File: config.mk
export PLATFORM = sky130hd
export DESIGN_NAME = register_rename_flat
export DESIGN_NICKNAME = d
export VERILOG_FILES = /design/src/rtl/register_rename_pkg.sv /design/src/rtl/register_rename_if.sv /design/src/rtl/register_rename_free_list.sv /design/src/rtl/register_rename.sv /design/src/flat_wrapper.sv
export SDC_FILE = /design/constraint.sdc
export NUM_CORES = 2
export LEC_CHECK = 0
export CAP_MARGIN = 20
export CORE_MARGIN = 2
export CORE_UTILIZATION = 58
export CTS_CLUSTER_SIZE = 25
export DETAILED_ROUTE_END_ITERATION = 8
export DONT_BUFFER_PORTS = 1
export PLACE_DENSITY = 0.75
export SLEW_MARGIN = 25
export SYNTH_ARGS = -nofsm -noshare
export SYNTH_HDL_FRONTEND = slang
export SYNTH_HIERARCHICAL = 1
export SYNTH_SLANG_ARGS = --single-unit
export TNS_END_PERCENT = 30
File: constraint.sdc
create_clock -name clk -period 13 [get_ports clk]
set_input_delay 0.65 -clock clk [delete_from_list [all_inputs] [get_ports clk]]
set_output_delay 0.65 -clock clk [all_outputs]
set_load 0.02 [all_outputs]
File: src/rtl/register_rename_pkg.sv
// Shared types and sizing constants for the register rename block.
//   PhysTag   : physical register tag
//   ArchAddr  : architectural register address
//   FreePtr   : free-list pointer, one bit wider than a tag so that
//               full and empty can be told apart
package register_rename_pkg;

    localparam int ARCH_REGS = 32;
    localparam int PHYS_REGS = 64;
    localparam int TAG_W     = $clog2(PHYS_REGS);
    localparam int ARCH_W    = $clog2(ARCH_REGS);
    // Physical registers left over after every architectural register
    // holds one mapping.
    localparam int FREE_REGS = PHYS_REGS - ARCH_REGS;

    typedef logic [TAG_W-1:0]  PhysTag;
    typedef logic [ARCH_W-1:0] ArchAddr;
    typedef logic [TAG_W:0]    FreePtr;

endpackage

File: src/rtl/register_rename_if.sv
// Bundle of every rename-stage signal apart from clock and reset.
//   decode side : in_valid/in_ready, operand usage flags and addresses
//   queue side  : out_valid/out_ready, physical tags and source-ready bits
//   writeback   : wb_valid, wb_tag
//   commit      : commit_valid, commit_rw_addr, commit_rw_tag, commit_old_tag
//   recovery    : flush
//   status      : free_count
// modport slave is the rename stage; modport master is its environment.
interface register_rename_if;
    import register_rename_pkg::*;

    logic    in_valid;
    logic    in_ready;
    logic    in_uses_rs;
    logic    in_uses_rt;
    logic    in_uses_rw;
    ArchAddr in_rs_addr;
    ArchAddr in_rt_addr;
    ArchAddr in_rw_addr;

    logic    out_valid;
    logic    out_ready;
    PhysTag  out_rs_tag;
    PhysTag  out_rt_tag;
    PhysTag  out_rw_tag;
    PhysTag  out_old_rw_tag;
    logic    out_rs_ready;
    logic    out_rt_ready;

    logic    wb_valid;
    PhysTag  wb_tag;

    logic    commit_valid;
    ArchAddr commit_rw_addr;
    PhysTag  commit_rw_tag;
    PhysTag  commit_old_tag;

    logic    flush;
    FreePtr  free_count;

    modport slave (
        input  in_valid, in_uses_rs, in_uses_rt, in_uses_rw,
        input  in_rs_addr, in_rt_addr, in_rw_addr,
        output in_ready,
        output out_valid, out_rs_tag, out_rt_tag, out_rw_tag, out_old_rw_tag,
        output out_rs_ready, out_rt_ready,
        input  out_ready,
        input  wb_valid, wb_tag,
        input  commit_valid, commit_rw_addr, commit_rw_tag, commit_old_tag,
        input  flush,
        output free_count
    );

    modport master (
        output in_valid, in_uses_rs, in_uses_rt, in_uses_rw,
        output in_rs_addr, in_rt_addr, in_rw_addr,
        input  in_ready,
        input  out_valid, out_rs_tag, out_rt_tag, out_rw_tag, out_old_rw_tag,
        input  out_rs_ready, out_rt_ready,
        output out_ready,
        output wb_valid, wb_tag,
        output commit_valid, commit_rw_addr, commit_rw_tag, commit_old_tag,
        output flush,
        input  free_count
    );

endinterface

File: src/rtl/register_rename_free_list.sv
// Circular FIFO of free physical tags.
//   clk, rst    : clock, asynchronous active-high reset
//   push_i      : append push_tag_i at the tail (tag released by commit)
//   pop_i       : consume the head entry (tag allocated by rename)
//   rewind_i    : move head back so exactly FREE_REGS entries are free
//   head_tag_o  : entry at the head, valid while count_o != 0
//   count_o     : number of free entries (tail - head)
module rename_free_list
    import register_rename_pkg::*;
(
    input  logic   clk,
    input  logic   rst,
    input  logic   push_i,
    input  PhysTag push_tag_i,
    input  logic   pop_i,
    input  logic   rewind_i,
    output PhysTag head_tag_o,
    output FreePtr count_o
);

    PhysTag mem_q [PHYS_REGS];
    FreePtr head_q, head_d;
    FreePtr tail_q, tail_d;

    always_comb begin
        tail_d = tail_q + FreePtr'(push_i);
        // Rewind is relative to the post-push tail so that a commit in the
        // flush cycle is counted among the free registers. The rewound slots
        // still hold the tags that the squashed instructions had taken.
        if (rewind_i) begin
            head_d = tail_d - FreePtr'(FREE_REGS);
        end else begin
            head_d = head_q + FreePtr'(pop_i);
        end
    end

    always_ff @(posedge clk or posedge rst) begin
        if (rst) begin
            head_q <= '0;
            tail_q <= FreePtr'(FREE_REGS);
            for (int i = 0; i < PHYS_REGS; i++) begin
                if (i < FREE_REGS) begin
                    mem_q[i] <= PhysTag'(i + ARCH_REGS);
                end else begin
                    mem_q[i] <= '0;
                end
            end
        end else begin
            head_q <= head_d;
            tail_q <= tail_d;
            if (push_i) begin
                mem_q[tail_q[TAG_W-1:0]] <= push_tag_i;
            end
        end
    end

    assign head_tag_o = mem_q[head_q[TAG_W-1:0]];
    assign count_o    = tail_q - head_q;

endmodule

File: src/rtl/register_rename.sv
// Rename stage: maps architectural rs/rt/rw of each decoded instruction
// onto physical tags, tracks which physical registers are still pending
// (busy table), returns tags to the free list on commit and restores the
// speculative map from the retirement map on flush.
//   clk, rst : clock, asynchronous active-high reset
//   bus      : register_rename_if.slave, decode input, queue output,
//              writeback, commit, flush and free_count
module register_rename
    import register_rename_pkg::*;
(
    input logic               clk,
    input logic               rst,
    register_rename_if.slave  bus
);

    PhysTag spec_map_q [ARCH_REGS];
    PhysTag spec_map_d [ARCH_REGS];
    PhysTag ret_map_q  [ARCH_REGS];
    PhysTag ret_map_d  [ARCH_REGS];
    logic [PHYS_REGS-1:0] busy_q, busy_d;

    logic   out_valid_q, out_valid_d;
    PhysTag rs_tag_q, rs_tag_d;
    PhysTag rt_tag_q, rt_tag_d;
    PhysTag rw_tag_q, rw_tag_d;
    PhysTag old_tag_q, old_tag_d;
    logic   rs_rdy_q, rs_rdy_d;
    logic   rt_rdy_q, rt_rdy_d;

    PhysTag head_tag;
    FreePtr free_count;
    logic   in_ready;
    logic   accept;
    logic   writes_rw;
    logic   alloc;
    PhysTag rs_tag_rd, rt_tag_rd;
    logic   rs_rdy_rd, rt_rdy_rd;

    // A source is ready if its producer already wrote back, or writes back
    // in this very cycle.
    function automatic logic src_ready(input PhysTag tag,
                                       input logic [PHYS_REGS-1:0] busy,
                                       input logic wb_v,
                                       input PhysTag wb_t);
        return ~busy[tag] | (wb_v & (wb_t == tag));
    endfunction

    assign in_ready  = ~bus.flush & (~out_valid_q | bus.out_ready) &
                       (free_count != '0);
    assign accept    = bus.in_valid & in_ready;
    // $0 is hard-wired: it never allocates and keeps tag 0.
    assign writes_rw = bus.in_uses_rw & (bus.in_rw_addr != '0);
    assign alloc     = accept & writes_rw;

    // Sources read the map as it stood before this instruction's own rw.
    assign rs_tag_rd = bus.in_uses_rs ? spec_map_q[bus.in_rs_addr] : '0;
    assign rt_tag_rd = bus.in_uses_rt ? spec_map_q[bus.in_rt_addr] : '0;
    assign rs_rdy_rd = bus.in_uses_rs ?
                       src_ready(rs_tag_rd, busy_q, bus.wb_valid, bus.wb_tag) : 1'b1;
    assign rt_rdy_rd = bus.in_uses_rt ?
                       src_ready(rt_tag_rd, busy_q, bus.wb_valid, bus.wb_tag) : 1'b1;

    rename_free_list u_free_list (
        .clk        (clk),
        .rst        (rst),
        .push_i     (bus.commit_valid),
        .push_tag_i (bus.commit_old_tag),
        .pop_i      (alloc),
        .rewind_i   (bus.flush),
        .head_tag_o (head_tag),
        .count_o    (free_count)
    );

    // Map tables and busy table.
    always_comb begin
        ret_map_d = ret_map_q;
        if (bus.commit_valid) begin
            ret_map_d[bus.commit_rw_addr] = bus.commit_rw_tag;
        end

        spec_map_d = spec_map_q;
        if (bus.flush) begin
            // Includes a commit landing in the same cycle as the flush.
            spec_map_d = ret_map_d;
        end else if (alloc) begin
            spec_map_d[bus.in_rw_addr] = head_tag;
        end

        busy_d = busy_q;
        if (bus.flush) begin
            busy_d = '0;
        end else begin
            if (bus.wb_valid) begin
                busy_d[bus.wb_tag] = 1'b0;
            end
            // Allocation wins over a same-cycle writeback to the same tag.
            if (alloc) begin
                busy_d[head_tag] = 1'b1;
            end
        end
        busy_d[0] = 1'b0;
    end

    // Output register toward the instruction queue.
    always_comb begin
        out_valid_d = out_valid_q;
        rs_tag_d    = rs_tag_q;
        rt_tag_d    = rt_tag_q;
        rw_tag_d    = rw_tag_q;
        old_tag_d   = old_tag_q;
        rs_rdy_d    = rs_rdy_q;
        rt_rdy_d    = rt_rdy_q;
        if (bus.flush) begin
            out_valid_d = 1'b0;
        end else if (accept) begin
            out_valid_d = 1'b1;
            rs_tag_d    = rs_tag_rd;
            rt_tag_d    = rt_tag_rd;
            rs_rdy_d    = rs_rdy_rd;
            rt_rdy_d    = rt_rdy_rd;
            rw_tag_d    = writes_rw ? head_tag : '0;
            old_tag_d   = writes_rw ? spec_map_q[bus.in_rw_addr] : '0;
        end else begin
            if (bus.out_ready) begin
                out_valid_d = 1'b0;
            end
            // A held instruction keeps watching writeback; ready only rises.
            rs_rdy_d = rs_rdy_q | (bus.wb_valid & (bus.wb_tag == rs_tag_q));
            rt_rdy_d = rt_rdy_q | (bus.wb_valid & (bus.wb_tag == rt_tag_q));
        end
    end

    always_ff @(posedge clk or posedge rst) begin
        if (rst) begin
            for (int i = 0; i < ARCH_REGS; i++) begin
                spec_map_q[i] <= PhysTag'(i);
                ret_map_q[i]  <= PhysTag'(i);
            end
            busy_q      <= '0;
            out_valid_q <= 1'b0;
            rs_tag_q    <= '0;
            rt_tag_q    <= '0;
            rw_tag_q    <= '0;
            old_tag_q   <= '0;
            rs_rdy_q    <= 1'b0;
            rt_rdy_q    <= 1'b0;
        end else begin
            spec_map_q  <= spec_map_d;
            ret_map_q   <= ret_map_d;
            busy_q      <= busy_d;
            out_valid_q <= out_valid_d;
            rs_tag_q    <= rs_tag_d;
            rt_tag_q    <= rt_tag_d;
            rw_tag_q    <= rw_tag_d;
            old_tag_q   <= old_tag_d;
            rs_rdy_q    <= rs_rdy_d;
            rt_rdy_q    <= rt_rdy_d;
        end
    end

    assign bus.in_ready       = in_ready;
    assign bus.out_valid      = out_valid_q;
    assign bus.out_rs_tag     = rs_tag_q;
    assign bus.out_rt_tag     = rt_tag_q;
    assign bus.out_rw_tag     = rw_tag_q;
    assign bus.out_old_rw_tag = old_tag_q;
    assign bus.out_rs_ready   = rs_rdy_q;
    assign bus.out_rt_ready   = rt_rdy_q;
    assign bus.free_count     = free_count;

endmodule

File: src/flat_wrapper.sv
// flat-port wrapper written by rule: the top's interface ports become plain ports
module register_rename_flat import register_rename_pkg::*;
  (clk, rst, bus_in_valid, bus_in_uses_rs, bus_in_uses_rt, bus_in_uses_rw, bus_in_rs_addr, bus_in_rt_addr, bus_in_rw_addr, bus_in_ready, bus_out_valid, bus_out_rs_tag, bus_out_rt_tag, bus_out_rw_tag, bus_out_old_rw_tag, bus_out_rs_ready, bus_out_rt_ready, bus_out_ready, bus_wb_valid, bus_wb_tag, bus_commit_valid, bus_commit_rw_addr, bus_commit_rw_tag, bus_commit_old_tag, bus_flush, bus_free_count);
  register_rename_if bus_i ();
  input logic clk;
  input logic rst;
  input wire logic [$bits(bus_i.in_valid)-1:0] bus_in_valid;
  input wire logic [$bits(bus_i.in_uses_rs)-1:0] bus_in_uses_rs;
  input wire logic [$bits(bus_i.in_uses_rt)-1:0] bus_in_uses_rt;
  input wire logic [$bits(bus_i.in_uses_rw)-1:0] bus_in_uses_rw;
  input wire logic [$bits(bus_i.in_rs_addr)-1:0] bus_in_rs_addr;
  input wire logic [$bits(bus_i.in_rt_addr)-1:0] bus_in_rt_addr;
  input wire logic [$bits(bus_i.in_rw_addr)-1:0] bus_in_rw_addr;
  output wire logic [$bits(bus_i.in_ready)-1:0] bus_in_ready;
  output wire logic [$bits(bus_i.out_valid)-1:0] bus_out_valid;
  output wire logic [$bits(bus_i.out_rs_tag)-1:0] bus_out_rs_tag;
  output wire logic [$bits(bus_i.out_rt_tag)-1:0] bus_out_rt_tag;
  output wire logic [$bits(bus_i.out_rw_tag)-1:0] bus_out_rw_tag;
  output wire logic [$bits(bus_i.out_old_rw_tag)-1:0] bus_out_old_rw_tag;
  output wire logic [$bits(bus_i.out_rs_ready)-1:0] bus_out_rs_ready;
  output wire logic [$bits(bus_i.out_rt_ready)-1:0] bus_out_rt_ready;
  input wire logic [$bits(bus_i.out_ready)-1:0] bus_out_ready;
  input wire logic [$bits(bus_i.wb_valid)-1:0] bus_wb_valid;
  input wire logic [$bits(bus_i.wb_tag)-1:0] bus_wb_tag;
  input wire logic [$bits(bus_i.commit_valid)-1:0] bus_commit_valid;
  input wire logic [$bits(bus_i.commit_rw_addr)-1:0] bus_commit_rw_addr;
  input wire logic [$bits(bus_i.commit_rw_tag)-1:0] bus_commit_rw_tag;
  input wire logic [$bits(bus_i.commit_old_tag)-1:0] bus_commit_old_tag;
  input wire logic [$bits(bus_i.flush)-1:0] bus_flush;
  output wire logic [$bits(bus_i.free_count)-1:0] bus_free_count;
  assign bus_i.in_valid = bus_in_valid;
  assign bus_i.in_uses_rs = bus_in_uses_rs;
  assign bus_i.in_uses_rt = bus_in_uses_rt;
  assign bus_i.in_uses_rw = bus_in_uses_rw;
  assign bus_i.in_rs_addr = bus_in_rs_addr;
  assign bus_i.in_rt_addr = bus_in_rt_addr;
  assign bus_i.in_rw_addr = bus_in_rw_addr;
  assign bus_in_ready = bus_i.in_ready;
  assign bus_out_valid = bus_i.out_valid;
  assign bus_out_rs_tag = bus_i.out_rs_tag;
  assign bus_out_rt_tag = bus_i.out_rt_tag;
  assign bus_out_rw_tag = bus_i.out_rw_tag;
  assign bus_out_old_rw_tag = bus_i.out_old_rw_tag;
  assign bus_out_rs_ready = bus_i.out_rs_ready;
  assign bus_out_rt_ready = bus_i.out_rt_ready;
  assign bus_i.out_ready = bus_out_ready;
  assign bus_i.wb_valid = bus_wb_valid;
  assign bus_i.wb_tag = bus_wb_tag;
  assign bus_i.commit_valid = bus_commit_valid;
  assign bus_i.commit_rw_addr = bus_commit_rw_addr;
  assign bus_i.commit_rw_tag = bus_commit_rw_tag;
  assign bus_i.commit_old_tag = bus_commit_old_tag;
  assign bus_i.flush = bus_flush;
  assign bus_free_count = bus_i.free_count;
  register_rename u_core (.clk(clk), .rst(rst), .bus(bus_i));
endmodule
---- After elaboration in Yosys (flattened, before gate mapping) ----
Index checks and enable logic that the tools add are counted.
operators by class
  add/sub/neg operators ................... 4
  $lt $le $gt $ge ......................... 15
  equal/unequal tests ..................... 4
  muxes and demuxes ....................... 48
  bitwise operators ....................... 27
  reduce and logical (&&, ||, !) cells .... 10
operators with widths
  kind                                                                                  number
  192-bit 2-to-1 mux                                                                    3
  192-bit bitwise mux                                                                   2
  384-bit bitwise mux                                                                   1
  64-bit 2-to-1 mux                                                                     4
  6-bit binary-select mux with 5-bit select                                             3
  6-bit 2-to-1 mux                                                                      15
  64-bit bitwise AND                                                                    1
  64-bit NOT                                                                            1
  64-bit OR                                                                             1
  6-bit demux with 5-bit select                                                         2
  6-bit binary-select mux with 6-bit select                                             1
  6-bit demux with 6-bit select                                                         1
  6-bit by 7-bit less-than comparator with 1-bit output (second input constant)         4
  6-bit equality test                                                                   4
  6-bit greater-or-equal comparator (second input constant)                             4
  5-bit NOT with 6-bit output                                                           4
  7-bit by 1-bit adder with 7-bit output                                                2
  7-bit greater-or-equal comparator (second input constant)                             2
  6-bit NOT with 7-bit output                                                           2
  1-bit binary-select mux with 6-bit select                                             2
  1-bit demux with 6-bit select                                                         2
  6-bit by 1-bit greater-or-equal comparator with 1-bit output (second input constant)  2
  6-bit by 1-bit less-than comparator with 1-bit output (second input constant)         2
  1-bit 2-to-1 mux                                                                      11
  13 further kinds                                                                      32
word-level totals
  flip-flop bits (word level) ............. 872
  input bits .............................. 48
  output and inout bits ................... 35
  logic and storage cells ................. 246

---- Logic depth before layout (Yosys ltp) ----
  depth in word-level cells ............... 11
  mapped depth ............................ 25
  mapped depth without buffers ............ 21

---- Cells and area by module ----
Netlist, hierarchy kept.
by module, submodules not included
  module            instances  cells an instance  area each (um2)  seq. area each (um2)
  register_rename   1          2303               26620.5          12061.6
  rename_free_list  1          1251               18720.5          10100.9

---- Least setup slack after synthesis ----
No wires, ideal clock.
  path kind ............................... flip-flop to flip-flop
  start point ............................. register u_core.u_free_list.head_q[1]
  end point ............................... register u_core.u_free_list.head_q[6]
  library setup time ...................... 137 ps
  data arrival time ....................... 5136 ps
  data required time ...................... 12863 ps
  setup slack ............................. 7727 ps
  cell stages (with the launch flop) ...... 26
  path buffers ............................ 6
  clock period less this slack ............ 5273 ps
  path through ............................ dfrtp_1 > clkbuf_1 > buf_2 > buf_2 > inv_1 > fa_1 > a21oi_1 > nor2_1 > nor2_1 > o21bai_1 > a21oi_1 > xnor2_1 > nor4_1 > nor3b_1 > and2_1 > buf_2 > o311ai_0 > inv_1 > clkbuf_1 > clkbuf_1 > ha_1 > ha_1 > nand2_1 > nor2_1 > xnor2_1 > o21ai_0
on the way
  word-level cells in the longest chain between the ends .. 7
ends and longest elaborated chain
  what                                    RTL line                         source
  start: declaration                      register_rename_free_list.sv:22  FreePtr head_q, head_d;
  start signal: assignment                register_rename_free_list.sv:39  head_q <= '0;
  start signal: assignment                register_rename_free_list.sv:49  head_q <= head_d;
  7-bit subtractor                        register_rename_free_list.sv:58  assign count_o = tail_q - head_q;
  named net bus_free_count[6]             flat_wrapper.sv:30               output wire logic [$bits(bus_i.free_count)-1:0] bus_free_count;
  7-bit nonzero test                      register_rename.sv:49            (free_count != '0);
  1-bit bitwise AND                       register_rename.sv:48            assign in_ready = ~bus.flush & (~out_valid_q | bus.out_ready) &
  named net bus_in_ready                  flat_wrapper.sv:14               output wire logic [$bits(bus_i.in_ready)-1:0] bus_in_ready;
  1-bit bitwise AND                       register_rename.sv:50            assign accept = bus.in_valid & in_ready;
  1-bit bitwise AND                       register_rename.sv:53            assign alloc = accept & writes_rw;
  named net u_core.alloc                  register_rename.sv:35            logic alloc;
  7-bit by 1-bit adder with 7-bit output  register_rename_free_list.sv:33  head_d = head_q + FreePtr'(pop_i);
  7-bit 2-to-1 mux                        register_rename_free_list.sv:30  if (rewind_i) begin
  named net u_core.u_free_list.head_d[6]  register_rename_free_list.sv:22
The timed path passes the listed nets, and every way through them passes these cells.
A chain may end at the register's enable or synchronous reset.

---- Worst setup path after layout ----
  start point ............................. register u_core.u_free_list.head_q[2]
  end point ............................... register u_core/spec_map_q[89] in the netlist's numbering
on the way
  elaborated cells on any way between the ends .. 13
  classes of those cells .................. add/sub (1); mux (6); bitwise (4); reduce/logical (2)
RTL lines
  what                            RTL line                         source
  7-bit subtractor                register_rename_free_list.sv:58
  named net bus_free_count[6]     flat_wrapper.sv:30
  7-bit nonzero test              register_rename.sv:49
  1-bit bitwise AND               register_rename.sv:48
  named net bus_in_ready          flat_wrapper.sv:14
  1-bit bitwise AND               register_rename.sv:50
  1-bit bitwise AND               register_rename.sv:53
  2-bit nonzero test (no line)    --
  end signal: indexed assignment  register_rename.sv:136           spec_map_q[i] <= PhysTag'(i);
  end signal: assignment          register_rename.sv:148           spec_map_q <= spec_map_d;
  end: declaration                register_rename.sv:16            PhysTag spec_map_q [ARCH_REGS];
The timed path passes the listed nets, and every way through them passes these cells. The select of a mux whose other input is x is not followed.

==> impl_metrics.toml <==
[worst_setup_path]
critPathArrivalTime_ps = 7490
rr_worst_depth = 17
crit_fanout = 20
crit_type = "register to register"
r2r_end = "u_core/spec_map_q[89]"
r2r-start = "u_core/u_free_list/head_q[2]"
start_kind = "register"
worst_setup_path_end_kind = "register"
crit_required_ps = 13490
rrSetupSlack_ps = 5990

[cts]
cts_tree = "done"
clkLatencyLatePin_ps = 680
cts_resized = 0
clock_sinks = 872
cts_setup_buffers = 0
cts_buffers = 91
clk_pin_slew_ps = 60
cts_root_buf = "clkbuf_16"
cts_max_path_buffers = 3
htree_levels = 3

[place]
dpl_cell_area_um2 = 45800
gp_congestion = 0.953
dp_hpwl_um = 80900
port_buffers = 0

[timing]
setup_tns_ps = 0
hold_ws_ps = -14.7
worst_pin_slew_ps = 1140
slew_headroom_pct = 23.6
slew_viol_final = 0
fmax_mhz = 143
min_period_ps = 7010
fin_skew_ps = 45.1
finalSetupViolations = 0
hold_viol = 2
period_share_pct = 53.9
rsz0062_at_grt = "no"

[drt]
drtIter0Drc = 3324
vias = 30500
wl_per_cell_um = 28.2
firstDrtPassIters = 6
drc_errors = 0
wl_um = 128000
viasPerCell = 6.73
antenna_left = 0

[floorplanning]
core_area_um2 = 77500
io-pin-count = 83
die_x_um = 284
start_util_pct = 58.5
die-area_um2 = 80400
rows = 102
chipHeight_um = 284

[global_route]
grtUsageMet3_pct = 6.68
grt_pass1_wl_um = 196000
grt_pass1_vias = 31100
grt_usage_pct = 31.8
grt_overflow = 0
antenna_found_initial = 1
use_met1_pct = 42.4
use_met2_pct = 50.9
grt_max_degree = 457
busiest_layer = "met2"

[synth]
syn_area_per_cell_um2 = 12.8
ys_seq_area_share_pct = 48.9
ys_async_sr_fraction_pct = 100
synth_area_um2 = 45300
synth_fp_nets = 3613
ys.flop_type = "dfrtp_1"
synthCells = 3554
synth-edff-count = 0
synth_cell_types = 81
ys_ff_latch = 872
yosysWarnings = 6

[power]
ir_drop_v = 0.000236
power.density_nw_per_um2 = 200
finalPower_uw = 9760
power_leakage_uw = 0.0200

[outcome]
outcome = "finished, violations left"
violations = "negative hold slack"

[finish]
final_area_um2 = 48900
layout-drive-gt1-share_pct = 38.5
area_delta_synth_final_pct = 7.86
final_nets = 3481

[worst_hold_path]
hp-class = "input port to asynchronous set/reset pin"

[job]
drv_cap = 0
[layout by cell type (no fill, tap or decap), types with 91 or more instances in the layout]
cell type,netlist,final
mux2_2,615,615
a21oi_1,98,97
dfrtp_1,599,597
o21ai_0,280,280
clkbuf_16,0,91
mux2i_1,264,264
nor2_1,108,107
nand2_1,369,368
mux4_2,215,215
dfstp_2,273,273
[flip-flops by register name (all words and copies together) (netlist names), 6 cells and up]
signal	count
u_core/bus.out_old_rw_tag	6
u_core/u_free_list/mem_q	384
u_core/u_free_list/tail_q	7
u_core/bus.out_rt_tag	6
u_core/ret_map_q	192
u_core/u_free_list/head_q	7
u_core/bus.out_rs_tag	6
u_core/spec_map_q	192
u_core/busy_q	63
u_core/bus.out_rw_tag	6
[worst max-delay path, cell delays in order, from the launching register on]
cell	delay, ps
dfrtp_1	780
inv_2	370
ha_1	450
a21oi_1	100
nor2_1	90
nor2_1	70
o21bai_1	120
a21oi_1	90
xnor2_1	670
nor4_2	300
nor3b_1	830
and2_1	390
o311ai_0	350
inv_1	220
nand3b_1	680
nor2_1	890
mux2i_1	300
o21ai_0	120
[layout make-up]
cell class | count | area (µm²)
Antenna cell | 1 | 2.50
Clock buffer | 135 | 2640
Clock inverter | 34 | 460
Fill cell | 5824 | 28600
Inverter | 33 | 135
Multi-Input combinational cell | 2388 | 21900
Sequential cell | 872 | 22200
Tap cell | 1040 | 1300
Timing Repair Buffer | 36 | 289
[kinds of logic after synthesis]
logic type                 after synthesis  share of synthesized area (%)
muxes                                 1122                           33.4
DFF                                    872                           48.9
and+or+nand+nor                        702                           7.11
AOI/OAI and AO/OA                      512                           6.50
buffers and inverters                  294                           3.02
xor gates and xnor gates                41                          0.792
adders and majority gates               11                          0.320
[worst max path at each step]
| stage | from | endpoint | slack (ps) | cells past startpoint |
|---|---|---|---|---|
| 6_report | u_core/u_free_list/head_q[2] | u_core/spec_map_q[89] | 5990 | 17 |
| 3_5_place_dp | u_core/u_free_list/head_q[2] | u_core/spec_map_q[126] | 6430 | 17 |
| 4_1_cts | u_core/u_free_list/head_q[2] | u_core/spec_map_q[35] | 6380 | 17 |
| 3_3_place_gp | u_core/u_free_list/head_q[2] | u_core/spec_map_q[83] | 6570 | 17 |
| 5_1_grt | u_core/u_free_list/head_q[2] | u_core/spec_map_q[6] | 5910 | 17 |
| 2_1_floorplan | rst | u_core/u_free_list/head_q[0] | 1470 | 1 |
[power by group]
group | total, µW | switching [µW] | internal, µW | leakage, µW
clock | 2690 | 1140 | 1540 | 0.00151
combinational | 2980 | 1700 | 1280 | 0.00772
sequential | 4090 | 550 | 3550 | 0.0108
[Yosys cell counts (9+ instances only)]
cell type | n | area [µm²]
mux4_2 | 215 | 4840
xnor2_1 | 26 | 228
xor2_1 | 15 | 131
and2_1 | 13 | 81.3
nor3b_1 | 14 | 105
o21ai_0 | 280 | 1400
nand4_1 | 10 | 62.6
o22ai_1 | 23 | 144
inv_1 | 32 | 120
buf_4 | 15 | 113
nand3b_1 | 18 | 135
dfrtp_1 | 599 | 15000
buf_6 | 10 | 113
mux2i_1 | 264 | 2640
nand2b_1 | 20 | 125
or2_2 | 14 | 87.6
a22oi_1 | 25 | 188
buf_1 | 32 | 120
nand3_1 | 52 | 260
buf_2 | 37 | 185
a21oi_1 | 98 | 490
ha_1 | 10 | 125
mux4_1 | 27 | 709
nor2_2 | 12 | 75.1
nor2_1 | 108 | 405
dfstp_2 | 273 | 7170
or3b_2 | 10 | 87.6
clkbuf_1 | 160 | 601
nor3_1 | 20 | 100
a22o_1 | 14 | 123
nand2_1 | 369 | 1390
nor2b_1 | 9 | 56.3
mux2_2 | 615 | 6930
[through the flow]
stage | util [%] | setup slack [ps] | cells | hold slack, ps
after floorplan | - | 1470 | 3554 | 467
after global placement | 59.1 | 6570 | 4367 | 477
after detailed placement | 59.1 | 6430 | 4367 | 483
after CTS | 63.1 | 6380 | 4536 | 6.47
after global routing | 63.1 | 5910 | 4538 | 71.4
final | 63.1 | 5990 | 4539 | -14.7
[layer usage]
metal / vias up / part of all wire [%]
li1: 12800 / -
met1: 15800 / 39
met2: 1512 / 47
met3: 370 / 8.7
met4: 2 / 4.5
met5: - / 0.010
[timing repair]
action,CTS,global route
hold buffers,0,1
endpoints found under the hold margin,0,10
endpoints found under the setup margin,0,0
Power figures use the tool's default switching activity.
